`config.mk`:
```
export PLATFORM = sky130hd
export DESIGN_NAME = interrupt_request_priority_service_8259_flat
export DESIGN_NICKNAME = d
export VERILOG_FILES = /design/src/rtl/interrupt_request_priority_service_8259_if.sv /design/src/rtl/interrupt_request_priority_service_8259.sv /design/src/flat_wrapper.sv
export SDC_FILE = /design/constraint.sdc
export NUM_CORES = 1
export LEC_CHECK = 0
export BUFFER_PORTS_ARGS = -buffer_cell sky130_fd_sc_hd__buf_4
export CORE_ASPECT_RATIO = 1.75
export CORE_MARGIN = 3
export CORE_UTILIZATION = 30
export DETAILED_ROUTE_END_ITERATION = 10
export PLACE_DENSITY = 0.51
export REMOVE_ABC_BUFFERS = 1
export SLEW_MARGIN = 15
export SYNTH_ARGS = -nofsm -noshare
export SYNTH_HDL_FRONTEND = slang
export SYNTH_SLANG_ARGS = --single-unit
```
`constraint.sdc`:
```
create_clock -name clock -period 4.41 [get_ports clock]
set_input_delay 0.6615 -clock clock [delete_from_list [all_inputs] [get_ports clock]]
set_output_delay 0.6615 -clock clock [all_outputs]
set_load 0.005 [all_outputs]
```
`src/rtl/interrupt_request_priority_service_8259_if.sv`:
```
// Bundle between the 8259 control logic and the request/priority/service block.
// The control side (master) drives configuration and strobes; the service
// block (slave) returns its registers and the resolved interrupt.
interface interrupt_request_priority_service_8259_if;
    logic [7:0] interrupt_request_pin;
    logic       level_or_edge_triggered_config;
    logic       special_fully_nest_config;
    logic       freeze;
    logic [7:0] clear_interrupt_request;
    logic [7:0] interrupt_mask;
    logic [7:0] interrupt_special_mask;
    logic [2:0] priority_rotate;
    logic       latch_in_service;
    logic [7:0] end_of_interrupt;
    logic [7:0] interrupt_request_register;
    logic [7:0] in_service_register;
    logic [7:0] interrupt;
    logic [7:0] highest_level_in_service;

    modport master (
        output interrupt_request_pin,
        output level_or_edge_triggered_config,
        output special_fully_nest_config,
        output freeze,
        output clear_interrupt_request,
        output interrupt_mask,
        output interrupt_special_mask,
        output priority_rotate,
        output latch_in_service,
        output end_of_interrupt,
        input  interrupt_request_register,
        input  in_service_register,
        input  interrupt,
        input  highest_level_in_service
    );

    modport slave (
        input  interrupt_request_pin,
        input  level_or_edge_triggered_config,
        input  special_fully_nest_config,
        input  freeze,
        input  clear_interrupt_request,
        input  interrupt_mask,
        input  interrupt_special_mask,
        input  priority_rotate,
        input  latch_in_service,
        input  end_of_interrupt,
        output interrupt_request_register,
        output in_service_register,
        output interrupt,
        output highest_level_in_service
    );
endinterface

```
`src/rtl/interrupt_request_priority_service_8259.sv`:
```
// 8259A interrupt request register, priority resolver and in-service register.
// Requests are captured from IR7..IR0 (edge or level), masked, resolved in a
// rotated priority order against the highest in-service level, and the
// winner is registered as a one-hot interrupt for the control logic.
module interrupt_request_priority_service_8259 (
    input  logic clock,
    input  logic reset,
    interrupt_request_priority_service_8259_if.slave bus
);

    logic [7:0] prev_pin;
    logic [7:0] irr;
    logic [7:0] irr_next;
    logic [7:0] isr;
    logic [7:0] int_reg;
    logic [7:0] int_next;
    logic [2:0] shift;
    logic [7:0] cand_rot;
    logic [7:0] hlis_rot;
    logic       win;

    // Rotate right so the highest-priority level lands at bit 0.
    function automatic logic [7:0] rot_r(input logic [7:0] v, input logic [2:0] n);
        logic [15:0] d;
        d = {v, v} >> n;
        return d[7:0];
    endfunction

    // Inverse of rot_r: return a resolved vector to pin order.
    function automatic logic [7:0] rot_l(input logic [7:0] v, input logic [2:0] n);
        logic [15:0] d;
        d = {v, v} << n;
        return d[15:8];
    endfunction

    // Isolate the lowest set bit, i.e. the highest priority after rotation.
    function automatic logic [7:0] lowest_one(input logic [7:0] v);
        return v & (~v + 8'd1);
    endfunction

    // Next IRR value per bit: clear beats freeze beats pin capture.
    always_comb begin
        // NOTE: every always_comb output gets a default first so no path can infer a latch.
        irr_next = irr;
        for (int i = 0; i < 8; i++) begin
            if (bus.clear_interrupt_request[i]) begin
                irr_next[i] = 1'b0;
            end else if (bus.freeze) begin
                irr_next[i] = irr[i];
            end else if (bus.level_or_edge_triggered_config) begin
                irr_next[i] = bus.interrupt_request_pin[i];
            end else if (bus.interrupt_request_pin[i] && !prev_pin[i]) begin
                irr_next[i] = 1'b1;
            end else if (!bus.interrupt_request_pin[i]) begin
                irr_next[i] = 1'b0;
            end
        end
    end

    // Priority resolution in rotated order: candidate request vs highest in-service level.
    always_comb begin
        shift    = bus.priority_rotate + 3'd1;
        cand_rot = lowest_one(rot_r(irr & ~bus.interrupt_mask, shift));
        hlis_rot = lowest_one(rot_r(isr & ~bus.interrupt_special_mask, shift));
        win      = 1'b0;
        if (cand_rot != 8'd0) begin
            // One-hot vectors: a smaller value means a higher priority.
            if (hlis_rot == 8'd0 || cand_rot < hlis_rot) begin
                win = 1'b1;
            end else if (bus.special_fully_nest_config && cand_rot == hlis_rot) begin
                win = 1'b1;
            end
        end
        int_next = win ? rot_l(cand_rot, shift) : 8'd0;
    end

    // Pin history, IRR, ISR and registered interrupt.
    always_ff @(posedge clock or posedge reset) begin
        if (reset) begin
            // All-ones so a line already high when reset releases is not seen as an edge.
            prev_pin <= 8'hFF;
            irr      <= 8'd0;
            isr      <= 8'd0;
            int_reg  <= 8'd0;
        end else begin
            // NOTE: sequential state uses non-blocking assignments so every register samples pre-edge values.
            prev_pin <= bus.interrupt_request_pin;
            irr      <= irr_next;
            isr      <= (isr & ~bus.end_of_interrupt) | (bus.latch_in_service ? int_reg : 8'd0);
            int_reg  <= int_next;
        end
    end

    assign bus.interrupt_request_register = irr;
    assign bus.in_service_register        = isr;
    assign bus.interrupt                  = int_reg;
    assign bus.highest_level_in_service   = rot_l(hlis_rot, shift);

endmodule

```
`src/flat_wrapper.sv`:
```
// flat-port wrapper written by rule: the top's interface ports become plain ports
module interrupt_request_priority_service_8259_flat 
  (clock, reset, bus_interrupt_request_pin, bus_level_or_edge_triggered_config, bus_special_fully_nest_config, bus_freeze, bus_clear_interrupt_request, bus_interrupt_mask, bus_interrupt_special_mask, bus_priority_rotate, bus_latch_in_service, bus_end_of_interrupt, bus_interrupt_request_register, bus_in_service_register, bus_interrupt, bus_highest_level_in_service);
  interrupt_request_priority_service_8259_if bus_i ();
  input  logic clock;
  input  logic reset;
  input wire logic [$bits(bus_i.interrupt_request_pin)-1:0] bus_interrupt_request_pin;
  input wire logic [$bits(bus_i.level_or_edge_triggered_config)-1:0] bus_level_or_edge_triggered_config;
  input wire logic [$bits(bus_i.special_fully_nest_config)-1:0] bus_special_fully_nest_config;
  input wire logic [$bits(bus_i.freeze)-1:0] bus_freeze;
  input wire logic [$bits(bus_i.clear_interrupt_request)-1:0] bus_clear_interrupt_request;
  input wire logic [$bits(bus_i.interrupt_mask)-1:0] bus_interrupt_mask;
  input wire logic [$bits(bus_i.interrupt_special_mask)-1:0] bus_interrupt_special_mask;
  input wire logic [$bits(bus_i.priority_rotate)-1:0] bus_priority_rotate;
  input wire logic [$bits(bus_i.latch_in_service)-1:0] bus_latch_in_service;
  input wire logic [$bits(bus_i.end_of_interrupt)-1:0] bus_end_of_interrupt;
  output wire logic [$bits(bus_i.interrupt_request_register)-1:0] bus_interrupt_request_register;
  output wire logic [$bits(bus_i.in_service_register)-1:0] bus_in_service_register;
  output wire logic [$bits(bus_i.interrupt)-1:0] bus_interrupt;
  output wire logic [$bits(bus_i.highest_level_in_service)-1:0] bus_highest_level_in_service;
  assign bus_i.interrupt_request_pin = bus_interrupt_request_pin;
  assign bus_i.level_or_edge_triggered_config = bus_level_or_edge_triggered_config;
  assign bus_i.special_fully_nest_config = bus_special_fully_nest_config;
  assign bus_i.freeze = bus_freeze;
  assign bus_i.clear_interrupt_request = bus_clear_interrupt_request;
  assign bus_i.interrupt_mask = bus_interrupt_mask;
  assign bus_i.interrupt_special_mask = bus_interrupt_special_mask;
  assign bus_i.priority_rotate = bus_priority_rotate;
  assign bus_i.latch_in_service = bus_latch_in_service;
  assign bus_i.end_of_interrupt = bus_end_of_interrupt;
  assign bus_interrupt_request_register = bus_i.interrupt_request_register;
  assign bus_in_service_register = bus_i.in_service_register;
  assign bus_interrupt = bus_i.interrupt;
  assign bus_highest_level_in_service = bus_i.highest_level_in_service;
  interrupt_request_priority_service_8259 u_core (.clock(clock), .reset(reset), .bus(bus_i));
endmodule
```
==> out/results.ini, run 1 <==
[synthesis]
synth_edf_count = 0
synth_top_area_share = 0.189
synth-compound-area-share = 0.164
ys_ff_latch = 32
ys_seq_area_frac = 0.255
synth.cell_area_um2 = 3180
syn_inst = 361
synth_fa_ha_area_frac = 0.0354
synth-simple-area-share = 0.273
yosys_warnings = 0
synthArstFlopShare = 1.00
yosysTopAreaCell = dfrtp_1
ys.flop_type = dfrtp_1
avgSynthCellArea_um2 = 8.80
synth_top_family_by_area = simple AND/OR/NAND/NOR gates
muxShareOfSynthArea = 0.219
synthTopCellsByArea = dfrtp_1, mux4_2, mux2i_1, dfstp_2, ha_1
synth_xor_area_frac = 0.0102
synthDistinctLibCells = 62

[flow_run]
cap_violations = 0

[route]
wl_um = 9510
routedWlPerCell_um = 16.6
drtIter0Drc = 334
vias_per_cell = 5.44
via_count = 3109
drc_errors = 0
ant_nets = 0
drt_pre_antenna_iters = 4

[hold_path]
hp-class = in -> async

[sta]
slew_headroom = 0.639
hold_slack_ns = 0.467
post-route-period-util = 0.880
finalSetupTns_ns = 0
fin_skew_ns = 0.00287
hold_viol_final = 0
setup_slack_ns = 0.529
rsz0062_at_grt = no
drv_slew = 0
max_freq_mhz = 258
tightest_slew_ns = 0.526
min_period_ns = 3.88
setup_viol = 0

[global_routing]
grt_first_pass_wirelength_um = 15600
antenna_found_initial = 0
overflow = 0
grt_use_total = 0.161
grt_pass1_vias = 3150
grt_max_degree = 37

[clocking]
cts_resized = 0
clock_path_buffers = 2
path_clk_slew_ns = 0.05
cts_setup_buffers = 0
clock_sinks = 32
numCtsBuffers = 5
root_buffer = clkbuf_16
hold_buffers = 0
clk_latency_ns = 0.27
tritoncts = yes
htreeDepth = 2

[power_and_ir_drop]
p_leak_nw = 1.83
irDropWorstVdd_mv = 0.254
p_per_area_nw_per_um2 = 314

[worst_setup_path]
worstPathRequired_ns = 4.54
path_max_fanout = 28
start_kind = primary input
cp.arrival_ns = 4.01
worstSetupPathType = in -> reg
end_kind = register

[final_layout]
final_common_cell = buf_4
diodes = 0
nNetsFinal = 502
design_area_um2 = 4170
syn2layout_area_growth_pct = 31.1
mostFrequentLayoutCells = buf_4, nand2_1, nor2_1
drive_above_1_share = 0.324

[place]
dp_slack_ns = 0.288
port_buffers = 80
placed_area_um2 = 3980
dpl.hpwl_um = 7810
gp_congestion = 0.851

[outcome]
status = finished clean

[floorplan]
boundaryPins = 81
coreArea_um2 = 10300
die-area_um2 = 11900
initial_utilization = 0.309
die_h_um = 142
chipWidth_um = 83.8
rows = 49

-- cell usage after synthesis (3+ instances only) --
master	count
a21o_1	6
a21oi_1	20
a31oi_1	6
and3_1	4
buf_2	4
clkbuf_1	11
dfrtp_1	24
dfstp_2	8
ha_1	9
inv_1	12
mux2_2	5
mux2i_1	23
mux4_1	3
mux4_2	13
nand2_1	30
nand2b_1	17
nand3_1	15
nand3b_1	4
nand4_1	3
nor2_1	28
nor2b_1	17
nor3_1	16
nor3b_1	3
nor4_1	6
o21ai_0	19
o21ai_1	4
o22ai_1	9
or3b_1	3
-- sequential cells by signal (all words and copies together) (netlist names) --
signal                                 count
u_core.bus.in_service_register             8
u_core.bus.interrupt                       8
u_core.bus.interrupt_request_register      8
u_core.prev_pin                            8
-- worst paths after layout --
path,from,end,slack (ns),cells after the start
max,bus_priority_rotate[0],u_core.bus.interrupt[3],0.53,15
min,reset,u_core.bus.in_service_register[3],0.47,3
max reg2reg,u_core.bus.interrupt_request_register[5],u_core.bus.interrupt[3],0.97,11
min reg2reg,u_core.bus.interrupt[0],u_core.bus.in_service_register[0],0.50,2
max in group asynchronous,reset,u_core.prev_pin[7],3.61,3
min in group clock,u_core.bus.interrupt[0],u_core.bus.in_service_register[0],0.50,2
-- cell families after synthesis --
| family | after synthesis |
|---|---|
| DFF | 32 |
| and+or+nand+nor | 157 |
| xor gates and xnor gates | 2 |
| muxes | 46 |
| buffers and inverters | 32 |
| AOI/OAI and AO/OA | 83 |
| adders and majority gates | 9 |
-- per-layer routing --
layer | GRT usage | share of wire
met3 | 0.0133 | 0.037
met1 | 0.188 | 0.39
met5 | 0 | 0
met4 | 0.0797 | 0.035
met2 | 0.295 | 0.54
-- critical path, stage by stage --
cell      delay, ns
buf_4          0.12
ha_1           0.26
xor2_2         0.22
buf_12         0.21
mux4_1         0.68
a21oi_1        0.16
nand2_1        0.14
ha_1           0.34
o21ai_0        0.08
nand2b_1       0.08
a21oi_1        0.08
o21ai_0        0.13
o21ai_0        0.17
o21ai_1        0.46
o22ai_1        0.19
-- per-stage QoR --
stage,power (mW),util,cells
floorplan,0.681,-,343
global placement,0.893,0.387,564
detailed placement,0.898,0.387,564
CTS,1.32,0.405,572
global route,1.39,0.405,572
finish,1.31,0.405,572
-- power by group --
| part | switching (mW) | internal, mW | leakage [nW] | total [mW] |
|---|---|---|---|---|
| clock | 0.118 | 0.297 | 0.0901 | 0.415 |
| combinational | 0.280 | 0.253 | 1.33 | 0.533 |
| sequential | 0.0296 | 0.330 | 0.409 | 0.360 |
| total | 0.428 | 0.880 | 1.83 | 1.31 |
-- area by class of cell --
type	instances	area, um2
fill	1083	6130
multi-input combinational	297	2230
clock buffer	7	153
sequential	32	811
inverter	14	52.6
tap	127	159
timing repair buffer	94	731
clock inverter	1	30.0
Note: power is estimated with default switching activity, not from simulation.
==> run 2: changes to the inputs <==
Settings changed: CORE_MARGIN 3 to 2, PLACE_DENSITY 0.51 to 0.57.
==> run 2 against run 1 <==
Compared with the run above:
- setup slack worse by 0.068 ns
- power down 4.3%
- register-to-register slack better by 0.04 ns
- sequential share of layout area about the same
- count of clock-buffer cells in the layout down 2
- critical path depth down 5
- die area down 3.8%
- sequential cell count unchanged
- maximum frequency down 1.7%
- highest routed layer unchanged
==> out/results.ini, run 2 (synthesized netlist as in run 1, its figures left out) <==
[outcome]
status = finished clean

[clocking]
htreeDepth = 2
tritoncts = yes
root_buffer = clkbuf_16
cts_setup_buffers = 0
clock_path_buffers = 2
clk_latency_ns = 0.28
numCtsBuffers = 5
clock_sinks = 32
hold_buffers = 0
path_clk_slew_ns = 0.05
cts_resized = 0

[place]
dpl.hpwl_um = 7880
port_buffers = 80
gp_congestion = 0.896
placed_area_um2 = 4030

[worst_setup_path]
crit_path_end = bus_highest_level_in_service[4]
regToRegEndpoint = u_core.bus.interrupt[4]
reg2reg_slack_ns = 1.01
r2r-start = u_core.bus.interrupt_request_register[5]
start_kind = primary input
crit_path_start = bus_priority_rotate[0]
path_max_fanout = 20
worstPathRequired_ns = 3.75
end_kind = output pin
reg2regPathDepth = 11
cp.arrival_ns = 3.29
worstSetupPathType = in -> out

[sta]
post-route-period-util = 0.896
finalSetupTns_ns = 0
setup_viol = 0
min_period_ns = 3.95
slew_headroom = 0.620
drv_slew = 0
max_freq_mhz = 253
tightest_slew_ns = 0.555
hold_viol_final = 0
fin_skew_ns = 0.00645
rsz0062_at_grt = no

[power_and_ir_drop]
pwr-share-clk = 0.271
switchingPower_uw = 447
swShare = 0.357
p_comb_frac = 0.441
pwr-share-seq = 0.288
p_per_area_nw_per_um2 = 300
internal-power_uw = 804
p_leak_nw = 1.83
irDropWorstVdd_mv = 0.250

[final_layout]
mostFrequentLayoutCells = buf_4, nand2_1, nor2_1
drive_above_1_share = 0.330
design_area_um2 = 4180
syn2layout_area_growth_pct = 31.4
final_common_cell = buf_4
nNetsFinal = 506
diodes = 0

[global_routing]
grt_first_pass_wirelength_um = 15700
grt_pass1_vias = 3093
grt_use_total = 0.176
antenna_found_initial = 0
grt_max_degree = 39
overflow = 0

[route]
wl_um = 9860
drtIter0Drc = 174
drc_errors = 0
ant_nets = 0
drt_pre_antenna_iters = 4
routedWlPerCell_um = 17.1
via_count = 3173
vias_per_cell = 5.51

[floorplan]
chipWidth_um = 81.8
rows = 49
initial_utilization = 0.309
boundaryPins = 81
die_h_um = 140
die-area_um2 = 11500
coreArea_um2 = 10300

[flow_run]
cap_violations = 0

[hold_path]
hp-class = in -> async

run 2: per-layer routing:
layer,part of all wire,global-route usage,routed length (um)
met1,0.38,0.203,3730
met2,0.57,0.323,5590
met3,0.037,0.0148,364
met4,0.018,0.0684,182
met5,0,0,0
run 2: worst max-delay path, stage by stage:
cell      delay, ns
buf_4          0.17
inv_2          0.42
mux2i_1        0.57
nor4b_1        0.33
nor4_1         0.11
or2_2          0.34
o21ai_0        0.23
o211ai_1       0.13
mux2i_1        0.18
buf_4          0.13
run 2: layout make-up:
class / instances / area (um2)
Clock inverter: 3 / 23.8
Timing Repair Buffer: 98 / 773
Multi-Input combinational cell: 297 / 2230
Fill cell: 1067 / 6120
Clock buffer: 5 / 125
Sequential cell: 32 / 811
Inverter: 14 / 52.6
Tap cell: 127 / 159
run 2: stage by stage:
step           power, mW  utilization  instances  hold WS, ns  setup slack [ns]
6_report            1.25        0.405        576        0.470             0.461
5_1_grt             1.33        0.405        576        0.483             0.167
4_1_cts             1.26        0.405        576        0.481             0.462
3_5_place_dp       0.913        0.391        568        0.469             0.271
3_3_place_gp       0.911        0.391        568        0.497             0.320
2_1_floorplan      0.681            -        343        0.474            0.0741
run 2: worst min-delay path by stage:
stage	slack, ns	end	cells after the start
floorplan	0.47	u_core.bus.in_service_register[0]	2
global placement	0.50	u_core.bus.in_service_register[0]	2
detailed placement	0.47	u_core.bus.in_service_register[4]	2
CTS	0.48	u_core.bus.interrupt_request_register[4]	3
global route	0.48	u_core.prev_pin[1]	1
finish	0.47	u_core.bus.in_service_register[5]	3
run 2: power by group through the flow:
stage          sequential (mW)  clock (mW)  combinational (mW)
6_report                 0.361       0.340               0.551
5_1_grt                  0.366       0.359               0.607
4_1_cts                  0.361       0.348               0.552
3_5_place_dp             0.364           0               0.550
3_3_place_gp             0.365           0               0.546
2_1_floorplan            0.359           0               0.322
